===== src/rtl/seg7_scan.sv =====
// Four-digit multiplexed hex driver for a common-anode 7-segment display.
// Inputs are captured once per frame so a digit scan never mixes two values.
module seg7_scan #(
  parameter int REFRESH_CYCLES = 100000,
  parameter int GUARD_CYCLES   = 2
) (
  input  logic        clk_i,
  input  logic        rst_ni,
  input  logic [15:0] value_i,
  input  logic [3:0]  blank_i,
  input  logic [3:0]  dp_i,
  input  logic        lz_en_i,
  output logic [6:0]  seg_o,
  output logic        dp_o,
  output logic [3:0]  an_o,
  output logic        frame_o
);

  localparam int CW = (REFRESH_CYCLES > 1) ? $clog2(REFRESH_CYCLES) : 1;
  localparam logic [CW-1:0] CNT_LAST  = CW'(REFRESH_CYCLES - 1);
  localparam logic [CW-1:0] CNT_GUARD = CW'(GUARD_CYCLES);
  localparam logic [CW-1:0] CNT_ZERO  = {CW{1'b0}};

  // Active-low {g,f,e,d,c,b,a} pattern for one hex nibble.
  function automatic logic [6:0] hexSeg(input logic [3:0] nib);
    case (nib)
      4'h0:    hexSeg = 7'b1000000;
      4'h1:    hexSeg = 7'b1111001;
      4'h2:    hexSeg = 7'b0100100;
      4'h3:    hexSeg = 7'b0110000;
      4'h4:    hexSeg = 7'b0011001;
      4'h5:    hexSeg = 7'b0010010;
      4'h6:    hexSeg = 7'b0000010;
      4'h7:    hexSeg = 7'b1111000;
      4'h8:    hexSeg = 7'b0000000;
      4'h9:    hexSeg = 7'b0010000;
      4'hA:    hexSeg = 7'b0001000;
      4'hB:    hexSeg = 7'b0000011;
      4'hC:    hexSeg = 7'b1000110;
      4'hD:    hexSeg = 7'b0100001;
      4'hE:    hexSeg = 7'b0000110;
      4'hF:    hexSeg = 7'b0001110;
      default: hexSeg = 7'b1111111;
    endcase
  endfunction

  logic [CW-1:0] cntR;
  logic [1:0]    idxR;
  logic [15:0]   valueR;
  logic [3:0]    blankR;
  logic [3:0]    dpMaskR;
  logic          lzEnR;

  logic          frameStartS;
  logic [3:0]    darkS;
  logic [3:0]    nibbleS;
  logic          litS;
  logic [3:0]    anS;
  logic [6:0]    segS;
  logic          dpS;

  assign frameStartS = (cntR == CNT_ZERO) && (idxR == 2'd0);

  // Dwell counter, digit index, frame-synchronous shadow capture and frame pulse.
  always_ff @(posedge clk_i or negedge rst_ni) begin
    if (!rst_ni) begin
      cntR    <= CNT_ZERO;
      idxR    <= 2'd0;
      valueR  <= 16'h0000;
      blankR  <= 4'b0000;
      dpMaskR <= 4'b0000;
      lzEnR   <= 1'b0;
      frame_o <= 1'b0;
    end else begin
      if (cntR == CNT_LAST) begin
        cntR <= CNT_ZERO;
        idxR <= idxR + 2'd1;
      end else begin
        cntR <= cntR + {{(CW-1){1'b0}}, 1'b1};
      end
      if (frameStartS) begin
        valueR  <= value_i;
        blankR  <= blank_i;
        dpMaskR <= dp_i;
        lzEnR   <= lz_en_i;
      end
      frame_o <= frameStartS;
    end
  end

  // Per-digit darkness, guard interval and the next pin levels.
  always_comb begin
    darkS[0] = blankR[0];
    darkS[1] = blankR[1] | (lzEnR & (valueR[15:4] == 12'h000));
    darkS[2] = blankR[2] | (lzEnR & (valueR[15:8] == 8'h00));
    darkS[3] = blankR[3] | (lzEnR & (valueR[15:12] == 4'h0));
    case (idxR)
      2'd0:    nibbleS = valueR[3:0];
      2'd1:    nibbleS = valueR[7:4];
      2'd2:    nibbleS = valueR[11:8];
      2'd3:    nibbleS = valueR[15:12];
      default: nibbleS = 4'h0;
    endcase
    // Anodes stay off for the first GUARD_CYCLES of each dwell to avoid ghosting.
    litS = (cntR >= CNT_GUARD) && !darkS[idxR];
    anS  = 4'b1111;
    if (litS) begin
      anS[idxR] = 1'b0;
      segS      = hexSeg(nibbleS);
      dpS       = ~dpMaskR[idxR];
    end else begin
      segS      = 7'b1111111;
      dpS       = 1'b1;
    end
  end

  // Registered pin drivers.
  always_ff @(posedge clk_i or negedge rst_ni) begin
    if (!rst_ni) begin
      an_o  <= 4'b1111;
      seg_o <= 7'b1111111;
      dp_o  <= 1'b1;
    end else begin
      an_o  <= anS;
      seg_o <= segS;
      dp_o  <= dpS;
    end
  end

endmodule


===== config.mk =====
export PLATFORM = sky130hd
export DESIGN_NAME = seg7_scan
export DESIGN_NICKNAME = d
export VERILOG_FILES = /design/src/rtl/seg7_scan.sv
export SDC_FILE = /design/constraint.sdc
export NUM_CORES = 1
export LEC_CHECK = 0
export ABC_AREA = 0
export CAP_MARGIN = 20
export CORE_MARGIN = 4
export CORE_UTILIZATION = 40
export DETAILED_ROUTE_END_ITERATION = 6
export HOLD_SLACK_MARGIN = 0.03
export SYNTH_ARGS = -nofsm -noshare
export SYNTH_HDL_FRONTEND = slang
export SYNTH_SLANG_ARGS = --single-unit
export TNS_END_PERCENT = 30

===== constraint.sdc =====
create_clock -name clk_i -period 4.82 [get_ports clk_i]
set_input_delay 1.205 -clock clk_i [delete_from_list [all_inputs] [get_ports clk_i]]
set_output_delay 1.205 -clock clk_i [all_outputs]
set_load 0.02 [all_outputs]

==> flow_summary.json, run 1 <==
{
  "p_sw_uw": 239.4,
  "drive_gt1_frac": 0.1449,
  "cp_max_fo": 1,
  "finalSetupTns_ps": 0,
  "irDropWorstVdd_uv": 177.3,
  "critPathKind": "reg2out",
  "wl_per_cell_um": 14.74,
  "cts_tree": "built",
  "hold_path.class": "reg2reg",
  "initial_core_util": 0.4192,
  "final_cell_area_um2": 3387,
  "fmax_mhz": 375.7,
  "ys_warn_count": 0,
  "synth_top_area_share": 0.4159,
  "dr.pass1.iters": 5,
  "drc": 0,
  "grt_overflow": 0,
  "dieArea_um2": 8150,
  "skew_ps": 9.702,
  "critPathMaxStageDelay_ps": 590,
  "ys_types": 41,
  "timing.max_cap.violations": 0,
  "crit_arrival_ps": 1460,
  "final.period_utilization": 0.5522,
  "routabilityCongestion": 0.8377,
  "fin_hold_ws_ps": 490.3,
  "diodes": 0,
  "die_width_um": 90.28,
  "nNetsFinal": 318,
  "htree_levels": 3,
  "final_cell_mix": "dfrtp_1, clkdlybuf4s50_1, nand2_1, mux2_1, nor2_1",
  "pwr-share-comb": 0.080,
  "power_frac_seq": 0.484,
  "synthFlopType": "dfrtp_1",
  "setup_viol": 0,
  "clk_pin_slew_worst_paths_ps": 70,
  "cts_resized": 0,
  "path_cells": "clkdlybuf4s50_1",
  "final_hold_viol_count": 0,
  "via_per_inst": 5.117,
  "critPathCaptureType": "output pin",
  "cts_sinks": 57,
  "crit_path_top_delay_cell": "clkdlybuf4s50_1",
  "syn-num-nets": 271,
  "vias": 1842,
  "final_common_cell": "dfrtp_1",
  "synth-seq-area-share": 0.5323,
  "tightest_slew_ps": 962.1,
  "synthCells": 231,
  "startpoint_type": "flip-flop",
  "dr.first_iter.drc_count": 107,
  "cts-root-buf": "clkbuf_8",
  "ant_nets": 0,
  "yosys-top-cells-area": "dfrtp_1, dfstp_2, mux2_1",
  "maxSlewHeadroom": 0.3579,
  "post_cts_buffers": 0,
  "cts_made_buffers": 9,
  "status": "complete, no violations",
  "grt.total_usage": 0.1429,
  "synth_seq_cells": 57,
  "syn_to_final_growth_pct": 25.09,
  "core_area_um2": 6459,
  "clock_latency_ps": 340,
  "worstPathBufferInverterCount": 1,
  "drt_wl_total_um": 5308,
  "antenna_found_initial": 0,
  "hpwlAfterDp_um": 3743,
  "synth-edff-count": 0,
  "p_int_uw": 807.5,
  "p_leak_uw": 0.001450,
  "fp.dieH_um": 90.28,
  "synth.avg_cell_area_um2": 11.72,
  "io_buffer_count": 39,
  "clockBufferDepth": 2,
  "grt_max_degree": 30,
  "cp_top_family": "buffers and inverters",
  "rsz0062_at_grt": "no",
  "swShare": 0.2287,
  "grt_pass1_wl_um": 9108,
  "placed_area_um2": 3181,
  "async_reset_ff_frac": 1.000,
  "powerDensity_nw_per_um2": 309.1,
  "num_rows": 29,
  "p_clk_frac": 0.436,
  "synth_top_area_cell": "dfrtp_1",
  "cts_hold_buf": 0,
  "slew_violations": 0,
  "syn_area_um2": 2708,
  "ios": 40,
  "worstPathRequired_ps": 3620,
  "min_period_ps": 2662,
  "grt_pass1_vias": 1821
}
[sequential cells by signal, summed over array words and instances, names as in the netlist]
signal and count:
cntR 17, an_o 4, idxR 2, blankR 4
dp_o 1, frame_o 1, seg_o 7, lzEnR 1
dpMaskR 4, valueR 16
[routing by layer]
| metal | GRT usage | wire, um |
|---|---|---|
| met4 | 0.06505 | 93 |
| met1 | 0.1939 | 2605 |
| met5 | 0 | 0 |
| met3 | 0.05167 | 318 |
| met2 | 0.2035 | 2290 |
[cell families after synthesis]
logic type,share of synthesized area
AO/OA/AOI/OAI,0.06100
XOR/XNOR,0.05175
adder cells (fa/ha/maj),0.06008
buffers and inverters,0.03188
flip-flops,0.5323
multiplexers,0.1262
AND/OR/NAND/NOR,0.1368
[synth_stat cells (2+ instances only)]
master,instances
dfrtp_1,45
nand2_1,23
mux2_1,22
nor2_1,17
ha_1,13
dfstp_2,12
inv_1,11
xnor2_1,10
nand3_1,7
mux2i_1,6
xor2_1,6
nand4_1,5
nor3_1,5
clkbuf_1,4
nor4_1,4
o21ai_1,4
a21oi_1,3
a222oi_1,3
buf_2,3
o221ai_1,3
and4_1,2
o211ai_2,2
o31ai_1,2
or4_1,2
[power groups by stage]
stage / registers, uW / logic, uW / clock network (uW)
6_report: 507 / 83.5 / 456
5_1_grt: 509 / 92.2 / 493
4_1_cts: 507 / 84.4 / 468
3_5_place_dp: 516 / 83.8 / 0
3_3_place_gp: 516 / 83.5 / 0
2_1_floorplan: 521 / 29.4 / 0
[path summary, 6_finish.rpt]
| path | from | endpoint | slack (ps) | depth (start not counted) |
|---|---|---|---|---|
| max in group asynchronous | rst_ni | seg_o[2]$_DFF_PN1_ | 3090 | 2 |
| min in group asynchronous | rst_ni | blankR[1]$_DFFE_PN0P_ | 880 | 1 |
| hold / removal | dpMaskR[2]$_DFFE_PN0P_ | dpMaskR[2]$_DFFE_PN0P_ | 490 | 1 |
| hold reg to reg | dpMaskR[2]$_DFFE_PN0P_ | dpMaskR[2]$_DFFE_PN0P_ | 490 | 1 |
| setup / recovery | an_o[0]$_DFF_PN1_ | an_o[0] | 2160 | 1 |
| setup reg to reg | idxR[0]$_DFFE_PN0N_ | valueR[13]$_DFFE_PN0P_ | 2250 | 6 |
[stage by stage]
step,instances,setup slack [ps],power [uW],util
after floorplan,231,2668,550.1,-
after global routing,360,1973,1094,0.5244
after detailed placement,343,2184,599.6,0.4924
after CTS,359,2139,1060,0.5232
after global placement,343,2221,599.5,0.4924
final,360,2158,1047,0.5244
[layout make-up]
cell class                 count  area [um^2]
sequential                    57         1441
clock inverter                 3        40.04
fill                         585         3072
clock buffer                  13        158.9
multi-input combinational    154         1182
timing repair buffer          44        422.9
inverter                      12        45.04
tap                           77        96.34
No activity file was read; power rests on OpenSTA's default activity.
==> run 2: changes to the inputs <==
==> constraint.sdc (replaced) <==
create_clock -name clk_i -period 2.5 [get_ports clk_i]
set_input_delay 0.625 -clock clk_i [delete_from_list [all_inputs] [get_ports clk_i]]
set_output_delay 0.625 -clock clk_i [all_outputs]
set_load 0.02 [all_outputs]
==> flow_summary.json, run 2 (synthesis gave the netlist of run 1 again) <==
{
  "fin_hold_ws_ps": 432.8,
  "ant_nets": 0,
  "maxSlewHeadroom": 0.5331,
  "drc": 0,
  "hold_path.class": "in2async",
  "cts_made_buffers": 9,
  "routabilityCongestion": 0.8525,
  "drive_gt1_frac": 0.1573,
  "reg2reg_depth": 8,
  "grt.total_usage": 0.1405,
  "nNetsFinal": 321,
  "fmax_mhz": 427.5,
  "core_area_um2": 6459,
  "setup_viol": 0,
  "p_total_uw": 1889,
  "clockBufferDepth": 2,
  "post_cts_buffers": 0,
  "fin_util": 0.5246,
  "p_sw_uw": 433.0,
  "wl_met2_um": 2334,
  "syn_to_final_growth_pct": 25.14,
  "slew_violations": 0,
  "powerDensity_nw_per_um2": 557.4,
  "grt_pass1_vias": 1921,
  "antenna_found_initial": 0,
  "dr.pass1.iters": 4,
  "num_rows": 29,
  "via_per_inst": 5.077,
  "io_buffer_count": 39,
  "tightest_slew_ps": 700.4,
  "timing.max_cap.violations": 0,
  "reg2reg_setup_slack_ps": 160,
  "reg.largest.list": "cntR (17), valueR (16), seg_o (7)",
  "hpwlAfterDp_um": 3738,
  "diodes": 0,
  "critPathMaxStageDelay_ps": 470,
  "final.period_utilization": 0.9357,
  "rr_endpoint": "seg_o[1]$_DFF_PN1_",
  "largest_register_ffs": 17,
  "top_layer_used": "met4",
  "power_frac_seq": 0.519,
  "final_common_cell": "dfrtp_1",
  "wl_met3_um": 302,
  "cts_tree": "built",
  "critPathCaptureType": "flip-flop",
  "path_cells": "inv_2 > ha_1 > a222oi_1 > mux2i_2 > inv_1 > ha_1 > o211ai_1 > nand3_1",
  "p_int_uw": 1456,
  "cts_hold_buf": 0,
  "rsz0062_at_grt": "no",
  "worstSetupStartpoint": "idxR[0]$_DFFE_PN0N_",
  "clk_pin_slew_worst_paths_ps": 60,
  "swShare": 0.2293,
  "final_cell_area_um2": 3388,
  "startpoint_type": "flip-flop",
  "worstReg2RegStart": "idxR[0]$_DFFE_PN0N_",
  "ios": 40,
  "drt_wl_total_um": 5155,
  "die_width_um": 90.28,
  "p_leak_uw": 0.001448,
  "crit_arrival_ps": 2570,
  "pwr-share-comb": 0.085,
  "irDropWorstVdd_uv": 430.8,
  "skew_ps": 6.195,
  "final_hold_viol_count": 0,
  "cp_max_fo": 6,
  "initial_core_util": 0.4192,
  "finalSetupTns_ps": 0,
  "dieArea_um2": 8150,
  "htree_levels": 3,
  "p_clk_frac": 0.396,
  "dr.first_iter.drc_count": 67,
  "wl_per_cell_um": 14.20,
  "drt-met1-wl_um": 2466,
  "worstPathRequired_ps": 2730,
  "registers.top_by_ff_count": "cntR",
  "min_period_ps": 2339,
  "grt_overflow": 0,
  "fp.dieH_um": 90.28,
  "cts_resized": 0,
  "critPathKind": "reg2reg",
  "cts_sinks": 57,
  "crit_path_frequent_cell": "ha_1",
  "placed_area_um2": 3203,
  "grt_max_degree": 58,
  "final_cell_mix": "dfrtp_1, clkdlybuf4s50_1, nand2_1, mux2_1, nor2_1",
  "vias": 1843,
  "crit_path_top_delay_cell": "dfrtp_1",
  "grt_pass1_wl_um": 9170,
  "cts-root-buf": "clkbuf_8",
  "status": "complete, no violations",
  "clock_latency_ps": 330
}
[run 2: cell count changes in the layout (fill, tap and decap cells not counted)]
cell | before | now
bufinv_16 | 1 | 0
mux2i_2 | 0 | 1
clkinv_2 | 2 | 3
mux2i_1 | 6 | 5
buf_4 | 5 | 8
[run 2: power groups by stage]
stage	registers, uW	clock network [uW]	logic, uW
after floorplan	1000	0	56.7
after global placement	996	0	161
after detailed placement	996	0	162
after CTS	980	774	163
after global routing	983	820	179
final	980	748	161
[run 2: cell type report]
type	instances	area, um^2
Tap cell	77	96.34
Inverter	12	45.04
Sequential cell	57	1441
Multi-Input combinational cell	154	1186
Fill cell	582	3070
Clock buffer	13	158.9
Timing Repair Buffer	47	445.4
Clock inverter	3	15.01
[run 2: per-stage QoR]
step / worst slack [ps] / std cells
floorplan: 348.2 / 231
global placement: 189.8 / 346
detailed placement: 99.74 / 346
CTS: 78.48 / 362
global route: 21.51 / 363
finish: 160.8 / 363
[run 2: worst max-delay path, delay by kind of cell, from the launching register on]
kind	cells	cell delay, ps
AO/OA/AOI/OAI	2	620
adder cells (fa/ha/maj)	2	550
flip-flops	1	470
buffers and inverters	2	280
multiplexers	1	210
AND/OR/NAND/NOR	1	100
[run 2: how the worst max path moves through the flow]
stage	endpoint	slack, ps	cells past startpoint
2_1_floorplan	seg_o[3]$_DFF_PN1_	350	9
3_3_place_gp	seg_o[0]$_DFF_PN1_	190	7
3_5_place_dp	seg_o[0]$_DFF_PN1_	100	7
4_1_cts	seg_o[0]$_DFF_PN1_	80	7
5_1_grt	seg_o[5]$_DFF_PN1_	20	11
6_report	seg_o[1]$_DFF_PN1_	160	8
[run 2: per-layer routing]
layer	up-vias	global-route usage
met2	45	0.2122
met4	0	0.04719
met1	874	0.1847
met5	-	0
li1	918	-
met3	6	0.05500
